`config.mk`:
```
export PLATFORM = sky130hd
export DESIGN_NAME = register_scoreboard
export DESIGN_NICKNAME = d
export VERILOG_FILES = /design/src/rtl/register_scoreboard.sv
export SDC_FILE = /design/constraint.sdc
export NUM_CORES = 1
export LEC_CHECK = 0
export ABC_AREA = 1
export CAP_MARGIN = 20
export CORE_ASPECT_RATIO = 0.5
export CORE_MARGIN = 2
export CORE_UTILIZATION = 35
export DETAILED_ROUTE_END_ITERATION = 10
export RECOVER_POWER = 50
export SYNTH_ARGS = -nofsm -noshare
export SYNTH_HDL_FRONTEND = slang
export SYNTH_SLANG_ARGS = --single-unit
export TNS_END_PERCENT = 1
```
`constraint.sdc`:
```
create_clock -name clk_i -period 3.6 [get_ports clk_i]
set_clock_uncertainty 0.15 [all_clocks]
set_input_delay 0.36 -clock clk_i [delete_from_list [all_inputs] [get_ports clk_i]]
set_output_delay 0.36 -clock clk_i [all_outputs]
set_load 0.05 [all_outputs]
```
`src/rtl/register_scoreboard.sv`:
```
// register_scoreboard
// Tracks outstanding MUL/DIV writes per architectural register and raises a
// single stall request for load-use, long-latency RAW/WAW and unit-full
// hazards. The ALU bypass network handles everything else.
module register_scoreboard #(
    parameter int MAX_PENDING = 4,
    parameter int CNT_W       = $clog2(MAX_PENDING + 1)
) (
    input  logic             clk_i,
    input  logic             rst_i,
    input  logic [4:0]       rs1_id_i,
    input  logic [4:0]       rs2_id_i,
    input  logic             rs1_used_en,
    input  logic             rs2_used_en,
    input  logic [4:0]       rd_id_i,
    input  logic             reg_write_id_en,
    input  logic             issue_long_en,
    input  logic [4:0]       rd_id_ex_i,
    input  logic             mem_read_id_ex_en,
    input  logic             flush_en,
    input  logic             wb_long_valid_en,
    input  logic [4:0]       wb_long_rd_i,
    output logic             stall_o,
    output logic [31:0]      busy_vec_o,
    output logic [CNT_W-1:0] pending_count_o,
    output logic             error_o
);

    localparam logic [CNT_W-1:0] PENDING_MAX = CNT_W'(MAX_PENDING);

    // Bit 0 is held at zero so x0 can be indexed like any other register.
    logic [31:0]      busy_q;
    logic [CNT_W-1:0] pending_q;
    logic             error_q;

    logic             load_use;
    logic             raw_long;
    logic             waw_long;
    logic             unit_full;
    logic             stall;
    logic             issue;
    logic             comp_bad;
    logic             comp_ok;
    logic [31:0]      busy_nxt;
    logic [CNT_W-1:0] pending_nxt;

    // Hazard detection; a squashed instruction never stalls.
    always_comb begin
        load_use  = mem_read_id_ex_en && (rd_id_ex_i != 5'd0) &&
                    ((rs1_used_en && (rd_id_ex_i == rs1_id_i)) ||
                     (rs2_used_en && (rd_id_ex_i == rs2_id_i)));
        raw_long  = (rs1_used_en && busy_q[rs1_id_i]) ||
                    (rs2_used_en && busy_q[rs2_id_i]);
        waw_long  = reg_write_id_en && busy_q[rd_id_i];
        unit_full = issue_long_en && (pending_q == PENDING_MAX);
        stall     = !flush_en && (load_use || raw_long || waw_long || unit_full);
        issue     = issue_long_en && !stall && !flush_en;
    end

    // Classify a writeback: a completion for an idle unit or a non-busy
    // register is reported and otherwise ignored, which also keeps the
    // counter from underflowing.
    always_comb begin
        comp_bad = wb_long_valid_en &&
                   ((pending_q == '0) ||
                    ((wb_long_rd_i != 5'd0) && !busy_q[wb_long_rd_i]));
        comp_ok  = wb_long_valid_en && !comp_bad;
    end

    // Next busy vector and pending count. Clear happens before set; an issue
    // to the completing register is already blocked by the WAW stall.
    always_comb begin
        busy_nxt    = busy_q;
        pending_nxt = pending_q;
        if (comp_ok) begin
            busy_nxt[wb_long_rd_i] = 1'b0;
        end
        if (issue && reg_write_id_en && (rd_id_i != 5'd0)) begin
            busy_nxt[rd_id_i] = 1'b1;
        end
        unique case ({issue, comp_ok})
            2'b10:   pending_nxt = pending_q + CNT_W'(1);
            2'b01:   pending_nxt = pending_q - CNT_W'(1);
            default: pending_nxt = pending_q;
        endcase
    end

    // State registers; reset wins over any same-cycle issue or completion.
    always_ff @(posedge clk_i) begin
        if (rst_i) begin
            busy_q    <= '0;
            pending_q <= '0;
            error_q   <= 1'b0;
        end else begin
            busy_q    <= {busy_nxt[31:1], 1'b0};
            pending_q <= pending_nxt;
            if (comp_bad) begin
                error_q <= 1'b1;
            end
        end
    end

    assign stall_o         = stall;
    assign busy_vec_o      = busy_q;
    assign pending_count_o = pending_q;
    assign error_o         = error_q;

endmodule

```
==> results.md <==
* Status: complete, no violations
* Crit path cell chain: clkdlybuf4s50_1 > nand2_1 > inv_1 > nand2_1 > o21ai_0 > o21ai_0 > nand4_1 > or2_1 > nand2_1 > nor2_1 > ha_1 > inv_1 > fa_1 > a21oi_1 > o21ai_0 > a21oi_1 > o21a_1
* Number of synthesized flops with an enable pin at 0
* Final #Nets at 749
* Rel. slew slack at between 60% and 70%
* CP Buf/Inv Count at 3
* Worst setup SP type: input port
* Max-Cap Viols at 0
* Synth-to-layout area growth at 27.0%
* Cts bufs inserted at 5
* Cts repair resizes at 0
* Synthesized cell area at roughly 0.0036 mm²
* Commonest cells post-synth: 199 x nand2_1, 82 x nand3_1, 77 x inv_1, 77 x nor2_1, 35 x dfxtp_1
* Final Hold Fails at 0
* Final-report setup violation count at 0
* WS Path Type: input port to register
* Pin count of the biggest net entering global routing at 33
* Arrival @ worst endpoint at 3270 ps
* Worst skew pair latency at 280 ps
* Critical-path maximum fanout at 11
* Final core occ at a little under half
* Register area share after synthesis at 19.5%
* Switching power share of the total at 30.9%
* Internal power at 0.000780 W
* Crit-path max cell delay at 520 ps
* Avg Synthesized Cell Area at 5.48 µm²
* CTS tree: yes
* Ys Warns at 0
* Reg2Reg Launch Point: busy_vec_o[14]
* Cell Area, Placed at 0.00441 mm²
* Standard-cell row count at 26
* Global routing's busiest layer: met2
* Cell taking the most area after synthesis: nand2_1
* TritonRoute pass-1 iters at 5
* WP data required at 3680 ps
* H-Tree Depth at 2
* Max frequency at 0.313 GHz
* Antenna cell count at 0
* Crit Reg-Reg Endpoint: pending_count_o[2]
* Hold Crit Start: error_o
* Clk sinks at 35
* Number of synthesized register bits at 35
* Multi-input logic area at roughly 0.0024 mm²
* Starting density of the core at a little over a third
* # IOs at 71
* Pre-CTS setup slack at ~170 ps
* Routed vias/inst at 5.46
* Drt first-iter violations at around 460
* FF/Latch Area at 701 µm²
* Tcrit/Tclk final at 88.6%
* Distinct cells, synth at 33
* Power density cells at around 250 mW/mm²
* WL/cell at 17.0 µm
* HPWL Detailed at 10.5 mm
* Initial antenna violation count at 0
* CTS root buf: clkbuf_16
* Largest cells by area after synthesis: nand2_1 21%, dfxtp_1 19%, nand3_1 11%
* Clock transition at path regs at 60 ps
* Met2 Usage GRT at 41.0%
* Path depth of the worst reg2reg path at 15
* Worst R2R Setup Slack at 680 ps
* Reg power frac at 35.1%
* Die area at 0.0111 mm²
* Vias in the first global route at around 4200
* Crit-path slowest cell: clkdlybuf4s50_1
* Gpl congestion at 0.939
* P_sw at 0.000348 W
* Share of cells above drive strength 1 at 7.28%
* Setup slack after layout at 409 ps
* IO Port Bufs at slightly below 70
* Final Critical Period at about 3200 ps
* Slew of the pin with the lowest slew margin at 588 ps
* Die span in x at 147 µm
* Clk pwr share at between 40% and 50%
* Setup repair after global routing missed its margin: false
* Final WL at around 14 mm
* DRC Markers at 0
* Final non-filler cell total at between 800 and 900
* CTS Buffer Depth at 2
* GRT Util Overall at about a quarter
* Delay-heaviest family, CP: simple AND/OR/NAND/NOR gates
* Ys flop type: dfxtp_1
* GRT met3 Usage at 4.67%
* Yosys top cell area share at 20.8%
* Syn nets at approximately 690
* Count leader, synth: nand2_1
* DIE HEIGHT at 75.7 µm
* Final Cell Area at 0.00456 mm²
* First-pass GRT wire length at roughly 22 mm
* Min-Delay Path Class: register to register
* Number of fill cells at 1098
* Post-synth ARST share at 0%
* Critical path capture point type: register
* Max Slew Vio Count at 0
* Post-Synthesis Cells at 656
* Leak pwr at 1.87 nW
* Hold_buf cts at 0
* Gr ovfl total at 0
* Postcts setup bufs at 0
* Comb power frac at 24.7%
* Hold Path Sink: error_o
* Antenna-violating nets left at 0
* Inst Count DP at 846
* Core area at 0.0101 mm²
* Vias at 4660
* Hold Path Cell Cnt at 2
* Fin Setup TNS at 0 ps
* Met1 Use GR at 35.9%
* Max VDD drop at 179 µV
[cell usage in the layout, fill, tap and decap left out, types with 3 or more instances in the layout]
cell             count
dfxtp_1             35
o22ai_1             12
buf_12               3
nor2_1              77
inv_2                4
a21oi_2              8
nand3_2             10
nor3_1              16
buf_4               15
o21ai_0             20
clkbuf_16            5
nand4_1             34
nand2_1            199
dlygate4sd3_1       35
clkdlybuf4s50_1     33
a21oi_1             28
o21ai_1              3
inv_1               77
nand3_1             82
[flip-flops by register name (all words and copies together), names as in the netlist]
| name | cells |
|---|---|
| busy_vec_o | 31 |
| pending_count_o | 3 |
| error_o | 1 |
[per-layer routing]
layer  up-vias  part of all wire [%]
met5         -                     0
met4         0                   2.6
met3        33                   9.7
met2       254                    42
met1      2130                    46
li1       2243                     -
[worst min-delay path, cell delays in order (launching register included)]
cell and delay (ps):
dfxtp_1 330, a21oi_1 50, nor2_1 70
[metrics by stage]
stage          power (W)  hold slack, ps
2_1_floorplan   0.000573             424
3_3_place_gp    0.000675             337
3_5_place_dp    0.000678             341
4_1_cts          0.00114             349
5_1_grt          0.00117             374
6_report         0.00113             336
[worst max-delay path by stage]
stage                                     to  depth (start not counted)       startpoint  slack, ps
after global routing      pending_count_o[2]                         17  wb_long_rd_i[0]        140
after detailed placement  pending_count_o[2]                         17  wb_long_rd_i[0]        170
final                     pending_count_o[2]                         17  wb_long_rd_i[0]        410
after CTS                 pending_count_o[2]                         17  wb_long_rd_i[0]        460
after global placement    pending_count_o[2]                         17  wb_long_rd_i[0]        210
after floorplan           pending_count_o[2]                         16   busy_vec_o[21]        660
[layout make-up]
cell class / count / area share [%]
multi-input cells: 501 / 51.5
repair buffers: 87 / 19.0
flip-flops and latches: 35 / 15.4
inverters: 83 / 6.83
well taps: 140 / 3.84
clock buffers: 8 / 3.43
[power by group through the flow]
stage / Clock [W] / Combinational, W / Sequential [W]
floorplan: 0 / 0.000158 / 0.000415
global placement: 0 / 0.000271 / 0.000404
detailed placement: 0 / 0.000274 / 0.000404
CTS: 0.000465 / 0.000275 / 0.000396
global route: 0.000475 / 0.000303 / 0.000396
finish: 0.000454 / 0.000279 / 0.000396
[kinds of logic (layout without fill, tap and decap cells)]
| group | after synthesis | count (layout) | share of synthesized area, % |
|---|---|---|---|
| other | 1 | 1 | 0.104 |
| DFF | 35 | 35 | 19.5 |
| AOI/OAI and AO/OA | 76 | 76 | 12.3 |
| and+or+nand+nor | 422 | 422 | 52.2 |
| buffers and inverters | 120 | 178 | 15.1 |
| adders and majority gates | 2 | 2 | 0.905 |
(Power assumes the default switching activity.)
